===== src/rtl/decode_stage.sv =====
// decode_stage: RV32I decode stage sitting directly upstream of execute.
//
// Fetched {PC, instruction} pairs arrive over a valid/ready handshake. Each one
// is decoded into RV32I fields and control flags, its operands are read from an
// internal register file, and everything is captured in a single output
// register that execute consumes. Writeback from execute returns through the
// i_WB_* port to update the register file. A same-cycle writeback to a source
// register is forwarded into the captured operand.
//
// Ports:
//   i_CLK, i_RST          clock (rising edge), synchronous active-high reset
//   i_FLUSH               drop the held and any incoming instruction
//   i_VALID / o_READY     fetch -> decode handshake (o_READY = !o_VALID | i_READY)
//   i_PC, i_INSTRUCTION   offered instruction
//   i_WB_RD/_RD_PTR/_REG_WE  register file write port from writeback
//   o_VALID / i_READY     decode -> execute handshake
//   o_PC, o_INSTRUCTION   registered copies of the loaded instruction
//   o_FUNCT3, o_FUNCT7, o_RD_PTR, o_RS1, o_RS2, o_IMM_VAL  decoded fields/operands
//   o_REG_WE .. o_AUIPC   control flags, o_ILLEGAL unsupported encoding
//
// Build option: define DECODE_RV32E_EN for a 16-entry register file. Register
// fields with bit 4 set that the format actually uses then flag the
// instruction illegal, and writebacks to x16..x31 are ignored.

module decode_stage #(
    parameter logic [31:0] RESET_PC = 32'h0000_0000,
    parameter int          NREGS    = 32
) (
    input  logic        i_CLK,
    input  logic        i_RST,
    input  logic        i_FLUSH,
    input  logic        i_VALID,
    output logic        o_READY,
    input  logic [31:0] i_PC,
    input  logic [31:0] i_INSTRUCTION,
    input  logic [31:0] i_WB_RD,
    input  logic [4:0]  i_WB_RD_PTR,
    input  logic        i_WB_REG_WE,
    output logic        o_VALID,
    input  logic        i_READY,
    output logic [31:0] o_PC,
    output logic [31:0] o_INSTRUCTION,
    output logic [2:0]  o_FUNCT3,
    output logic [6:0]  o_FUNCT7,
    output logic [4:0]  o_RD_PTR,
    output logic [31:0] o_RS1,
    output logic [31:0] o_RS2,
    output logic [31:0] o_IMM_VAL,
    output logic        o_REG_WE,
    output logic        o_MEM_WE,
    output logic        o_MEM_RE,
    output logic        o_ECALL,
    output logic        o_IMM,
    output logic        o_JAL,
    output logic        o_LUI,
    output logic        o_AUIPC,
    output logic        o_ILLEGAL
);

`ifdef DECODE_RV32E_EN
    localparam int NR = 16;
`else
    localparam int NR = NREGS;
`endif
    localparam int            AW  = $clog2(NR);
    localparam logic [5:0]    NR6 = 6'(NR);

    logic [31:0] rf [NR];

    // Output register (stage p1)
    logic        vld_p1;
    logic [31:0] pc_p1, instr_p1, rs1_p1, rs2_p1, imm_val_p1;
    logic [2:0]  funct3_p1;
    logic [6:0]  funct7_p1;
    logic [4:0]  rd_ptr_p1;
    logic [8:0]  flags_p1;   // {reg_we, mem_we, mem_re, ecall, imm, jal, lui, auipc, illegal}

    // Decode results for the offered instruction (stage p0)
    logic [6:0]  opcode_p0;
    logic [4:0]  rd_f_p0, rs1_f_p0, rs2_f_p0;
    logic [2:0]  funct3_p0;
    logic [6:0]  funct7_p0;
    logic [4:0]  rd_ptr_p0;
    logic [31:0] imm_val_p0, rs1_val_p0, rs2_val_p0;
    logic [8:0]  raw_flags_p0, flags_p0;
    logic        range_bad_p0;

    function automatic logic signed [31:0] sext12(input logic signed [11:0] v);
        return 32'(v);
    endfunction

    function automatic logic in_rf(input logic [4:0] idx);
        return ({1'b0, idx} < NR6);
    endfunction

    // x0 and entries outside the file read as zero; a same-cycle writeback wins.
    function automatic logic [31:0] read_rf(input logic [4:0] idx);
        if (idx == 5'd0 || !in_rf(idx))
            return 32'd0;
        else if (i_WB_REG_WE && i_WB_RD_PTR == idx)
            return i_WB_RD;
        else
            return rf[idx[AW-1:0]];
    endfunction

    always_ff @(posedge i_CLK) begin
        if (i_WB_REG_WE && i_WB_RD_PTR != 5'd0 && in_rf(i_WB_RD_PTR))
            rf[i_WB_RD_PTR[AW-1:0]] <= i_WB_RD;
    end

    assign opcode_p0  = i_INSTRUCTION[6:0];
    assign rd_f_p0    = i_INSTRUCTION[11:7];
    assign rs1_f_p0   = i_INSTRUCTION[19:15];
    assign rs2_f_p0   = i_INSTRUCTION[24:20];
    assign rs1_val_p0 = read_rf(rs1_f_p0);
    assign rs2_val_p0 = read_rf(rs2_f_p0);

    always_comb begin
        funct3_p0    = i_INSTRUCTION[14:12];
        funct7_p0    = 7'd0;
        rd_ptr_p0    = rd_f_p0;
        imm_val_p0   = 32'd0;
        raw_flags_p0 = 9'd0;
        unique case (opcode_p0)
            7'b0110011: begin
                raw_flags_p0 = 9'b1_0000_0000;
                funct7_p0    = i_INSTRUCTION[31:25];
            end
            7'b0010011: begin
                raw_flags_p0 = 9'b1_0001_0000;
                imm_val_p0   = sext12(i_INSTRUCTION[31:20]);
                // Only the shift-right immediates carry a meaningful funct7.
                if (i_INSTRUCTION[14:12] == 3'b101)
                    funct7_p0 = i_INSTRUCTION[31:25];
            end
            7'b0000011: begin
                raw_flags_p0 = 9'b1_0101_0000;
                imm_val_p0   = sext12(i_INSTRUCTION[31:20]);
            end
            7'b0100011: begin
                raw_flags_p0 = 9'b0_1001_0000;
                imm_val_p0   = sext12({i_INSTRUCTION[31:25], i_INSTRUCTION[11:7]});
                rd_ptr_p0    = 5'd0;
            end
            7'b0110111: begin
                raw_flags_p0 = 9'b1_0001_0100;
                imm_val_p0   = {i_INSTRUCTION[31:12], 12'd0};
                funct3_p0    = 3'd0;
            end
            7'b0010111: begin
                raw_flags_p0 = 9'b1_0001_0010;
                imm_val_p0   = {i_INSTRUCTION[31:12], 12'd0};
                funct3_p0    = 3'd0;
            end
            7'b1101111: begin
                // Execute adds this to PC to form the link value.
                raw_flags_p0 = 9'b1_0001_1000;
                imm_val_p0   = 32'd4;
                funct3_p0    = 3'd0;
            end
            7'b1110011: begin
                raw_flags_p0 = {(rd_f_p0 != 5'd0), 8'b0010_0000};
                imm_val_p0   = {20'd0, i_INSTRUCTION[31:20]};
            end
            default: raw_flags_p0 = 9'b0_0000_0001;
        endcase
    end

`ifdef DECODE_RV32E_EN
    // Only register fields that the format actually uses are range checked.
    always_comb begin
        unique case (opcode_p0)
            7'b0110011:             range_bad_p0 = rd_f_p0[4] | rs1_f_p0[4] | rs2_f_p0[4];
            7'b0010011, 7'b0000011,
            7'b1110011:             range_bad_p0 = rd_f_p0[4] | rs1_f_p0[4];
            7'b0100011:             range_bad_p0 = rs1_f_p0[4] | rs2_f_p0[4];
            7'b0110111, 7'b0010111,
            7'b1101111:             range_bad_p0 = rd_f_p0[4];
            default:                range_bad_p0 = 1'b0;
        endcase
    end
`else
    assign range_bad_p0 = 1'b0;
`endif

    assign flags_p0 = range_bad_p0 ? 9'b0_0000_0001 : raw_flags_p0;

    assign o_READY = !vld_p1 | i_READY;

    // p0 -> p1 boundary: reset beats flush, flush beats load.
    always_ff @(posedge i_CLK) begin
        if (i_RST) begin
            vld_p1     <= 1'b0;
            pc_p1      <= RESET_PC;
            instr_p1   <= 32'd0;
            funct3_p1  <= 3'd0;
            funct7_p1  <= 7'd0;
            rd_ptr_p1  <= 5'd0;
            rs1_p1     <= 32'd0;
            rs2_p1     <= 32'd0;
            imm_val_p1 <= 32'd0;
            flags_p1   <= 9'd0;
        end else if (i_FLUSH) begin
            vld_p1 <= 1'b0;
        end else if (o_READY) begin
            vld_p1 <= i_VALID;
            if (i_VALID) begin
                pc_p1      <= i_PC;
                instr_p1   <= i_INSTRUCTION;
                funct3_p1  <= funct3_p0;
                funct7_p1  <= funct7_p0;
                rd_ptr_p1  <= rd_ptr_p0;
                rs1_p1     <= rs1_val_p0;
                rs2_p1     <= rs2_val_p0;
                imm_val_p1 <= imm_val_p0;
                flags_p1   <= flags_p0;
            end
        end
    end

    assign o_VALID       = vld_p1;
    assign o_PC          = pc_p1;
    assign o_INSTRUCTION = instr_p1;
    assign o_FUNCT3      = funct3_p1;
    assign o_FUNCT7      = funct7_p1;
    assign o_RD_PTR      = rd_ptr_p1;
    assign o_RS1         = rs1_p1;
    assign o_RS2         = rs2_p1;
    assign o_IMM_VAL     = imm_val_p1;
    assign {o_REG_WE, o_MEM_WE, o_MEM_RE, o_ECALL, o_IMM,
            o_JAL, o_LUI, o_AUIPC, o_ILLEGAL} = flags_p1;

endmodule


===== config.mk =====
export PLATFORM = sky130hd
export DESIGN_NAME = decode_stage
export DESIGN_NICKNAME = d
export VERILOG_FILES = /design/src/rtl/decode_stage.sv
export SDC_FILE = /design/constraint.sdc
export NUM_CORES = 2
export LEC_CHECK = 0
export CORE_MARGIN = 4
export CORE_UTILIZATION = 57
export DETAILED_ROUTE_END_ITERATION = 8
export PLACE_DENSITY_LB_ADDON = 0.12
export SLEW_MARGIN = 5
export SYNTH_ARGS = -nofsm -noshare
export SYNTH_HDL_FRONTEND = slang
export SYNTH_SLANG_ARGS = --single-unit

===== constraint.sdc =====
create_clock -name i_CLK -period 3.2 [get_ports i_CLK]
set_input_delay 0.32 -clock i_CLK [delete_from_list [all_inputs] [get_ports i_CLK]]
set_output_delay 0.32 -clock i_CLK [all_outputs]
set_load 0.005 [all_outputs]

==> flow_summary.yaml <==
layout:
  area_delta_synth_final_pct: 18.4
  layout.cells.non_filler: 4947
  fillers: 6287
  drive_gt1_share_pct: 22.9
  final_nets: 3689
power_and_ir_drop:
  peakVddDrop_mv: 0.506
  combPwrFrac_pct: 8.9
  p_total_mw: 35.1
  swShare_pct: 22.7
  p_per_area_mw_per_mm2: 551
  p_seq_share_pct: 50.0
  switching_power_mw: 7.99
  internal-power_mw: 27.1
  p_clk_share_pct: 41.1
  leakage_nw: 21.2
yosys:
  yosysTopAreaCell: "edfxtp_1"
  synthAdderAreaFrac_pct: 0
  synth_cell_type_count: 51
  synth_xor_area_share_pct: 0.163
  syn_area_sq_mm: 0.0539
  synth-compound-area-share_pct: 8.93
  ys_ff_latch: 1209
  yosysTopAreaCellShare_pct: 57.1
  synth_top_family_by_area: "multiplexers"
  muxShareOfSynthArea_pct: 21.1
  synth-edff-count: 1024
  seq_area_frac_synth_pct: 63.9
  ys_warn_count: 0
  syn_avg_cell_area_sq_um: 16.8
  yosys-top-cells-area: "edfxtp_1 (57%), mux4_2 (16%), dfxtp_1 (6.9%)"
  ys.flop_type: "edfxtp_1"
  synth-simple-area-share_pct: 3.21
  async_reset_ff_share_pct: 0
  synthCells: 3202
global_routing:
  grt-busiest-layer: "met2"
  use_met3_pct: 7.49
  grtUsageTotal_pct: 34.6
  gr-total-overflow: 0
  grt_util_met1_pct: 45.9
  antenna_found_initial: 3
  grt_max_degree: 71
  grt_use_met2_pct: 55.1
  grt_pass1_wl_um: 248000
  grt_pass1_vias: 35800
critical_path:
  path_cells: "dlygate4sd3_1 > buf_2 > or3b_2 > buf_12 > o22ai_1 > a2111oi_0 > o32ai_1"
  arrival_ns: 3.04
  crit_buf_inv: 3
  start_kind: "input pin"
  crit_slowest_cell: "a2111oi_0"
  crit_path_end_kind: "flop"
  cp.required_ns: 3.75
  cp_max_fo: 28
  max_stage_delay_ns: 0.64
  crit_type: "input pin to flop"
  cp_top_family: "buffers and inverters"
drt:
  dr_total_vias: 35700
  firstDrtPassIters: 6
  drc: 0
  vias_per_cell: 7.21
  wl_per_cell_um: 35.1
  ant_nets: 0
  first_iter_violations: 5142
  drt-total-wl_um: 174000
clock_tree:
  cts_tree: "built"
  numCtsBuffers: 121
  clk_pin_slew_ns: 0.06
  cts_setup_buffers: 0
  htreeDepth: 3
  insertion_delay_ns: 0.73
  clock_path_buffers: 3
  root_buffer: "clkbuf_16"
  clkSinkCount: 1209
timing:
  fin_crit_ns: 2.48
  tns_ns: 0
  tightest_slew_ns: 1.16
  rsz0062_at_grt: "false"
  slew_headroom_pct: 22.3
  setup_violations: 0
  clock-skew-final_ns: 0.0270
  clock.fmax_ghz: 0.403
  finalCritPeriodShare_pct: 77.6
  finalMaxSlewViolations: 0
  hold_violations: 0
floorplan:
  io-pin-count: 293
  core_region_area_sq_mm: 0.0936
  initial_utilization_pct: 57.6
  die_height_um: 315
  fp.dieW_um: 315
  dieArea_sq_mm: 0.0995
  row_count: 112
placement:
  hpwl_um: 103000
  port_buffers: 292
  gp_congestion: 0.938
  place_inst: 4712
status:
  status: "complete, no violations"
min_path:
  hp-class: "input pin to flop"
run:
  timing.max_cap.violations: 0
-- per-stage QoR --
step	hold slack, ns	utilization, %	worst slack (ns)	instance area [sq um]
floorplan	0.399	-	0.506	54000
global placement	0.436	63.8	0.423	59700
detailed placement	0.446	63.8	0.441	59700
CTS	0.00186	68.1	0.787	63800
global route	0.0172	68.1	0.683	63800
finish	0.0396	68.1	0.717	63800
-- cells in the mapped netlist, drive strengths merged (80+ instances only) --
| cell type | number |
|---|---|
| buf | 156 |
| a21oi | 106 |
| a22o | 89 |
| clkbuf | 126 |
| edfxtp | 1024 |
| o221ai | 80 |
| a22oi | 127 |
| dfxtp | 185 |
| mux2i | 270 |
| nand2 | 195 |
| nor2 | 106 |
| mux4 | 385 |
-- final cells by class --
class	count	area (sq um)	area share, %
clock buffer	180	3520	5.53
inverter	3	11.3	0.0177
multi-input combinational	1739	18400	28.9
timing repair buffer	508	5230	8.20
clock inverter	52	548	0.859
antenna	2	5.00	0.00785
tap	1254	1570	2.46
sequential	1209	34500	54.0
-- power groups by stage --
stage | Sequential, mW | Combinational, mW | Clock (mW)
finish | 17.5 | 3.14 | 14.4
global route | 17.6 | 3.28 | 15.3
CTS | 17.5 | 3.11 | 14.6
detailed placement | 17.9 | 3.09 | 0
global placement | 17.8 | 3.04 | 0
floorplan | 17.8 | 1.71 | 0
-- path summary, 6_finish.rpt --
path | from | to | slack, ns | depth (start not counted)
min reg2reg | o_RD_PTR[2] | o_RD_PTR[2] | 0.45 | 2
max reg2reg | o_VALID | o_RS1[5] | 0.86 | 8
max | i_INSTRUCTION[18] | o_RS1[16] | 0.72 | 7
min | i_INSTRUCTION[19] | o_INSTRUCTION[19] | 0.04 | 3
-- flip-flops by register name, summed over array words and instances (netlist names) --
signal         cells
flags_p1           9
o_FUNCT3           3
o_FUNCT7           7
o_IMM_VAL         32
o_INSTRUCTION     32
o_PC              32
o_RD_PTR           5
o_RS1             32
o_RS2             32
o_VALID            1
rf              1024
-- worst min-delay path: cells and delay by family --
family          cells  cell delay (ns)
buf+inv             1             0.22
compound gates      1             0.06
simple gates        1             0.10
-- routing by layer --
layer	share of wire, %	vias to the layer above	wire (um)
met5	0.0075	-	13
met4	5.9	2	10300
met3	11	589	19900
met2	47	2661	81600
met1	36	18300	61900
li1	-	14100	-
-- layout by cell type, fill, tap and decap left out, types with 8 or more instances in the layout --
cell / count
nor2_1: 72
nand2_1: 195
clkbuf_8: 21
buf_12: 55
clkdlybuf4s50_1: 282
dfxtp_1: 185
xnor2_1: 10
a21oi_1: 106
mux4_2: 385
clkbuf_16: 125
a21o_1: 19
mux2i_1: 270
clkinv_2: 22
nor2_4: 34
clkbuf_1: 36
a211oi_1: 73
o32ai_1: 53
conb_1: 32
bufinv_16: 10
a22o_1: 89
o22ai_1: 58
a211o_1: 19
nor3_1: 27
a22oi_1: 127
buf_4: 161
o221ai_1: 80
edfxtp_1: 1024
a2111oi_0: 8
clkinv_1: 12
nand3_1: 26
-- cell families after synthesis --
family / count (synthesis)
compound gates: 645
flops: 1209
xor+xnor: 10
other cells: 1
buf+inv: 285
simple gates: 397
mux: 655
-- repair_timing --
action | 4_1_cts | 5_1_grt
endpoints found under the hold margin | 1 | 0
hold buffers | 1 | 0
gates resized for setup | 0 | 0
Power figures use the tool's default switching activity.
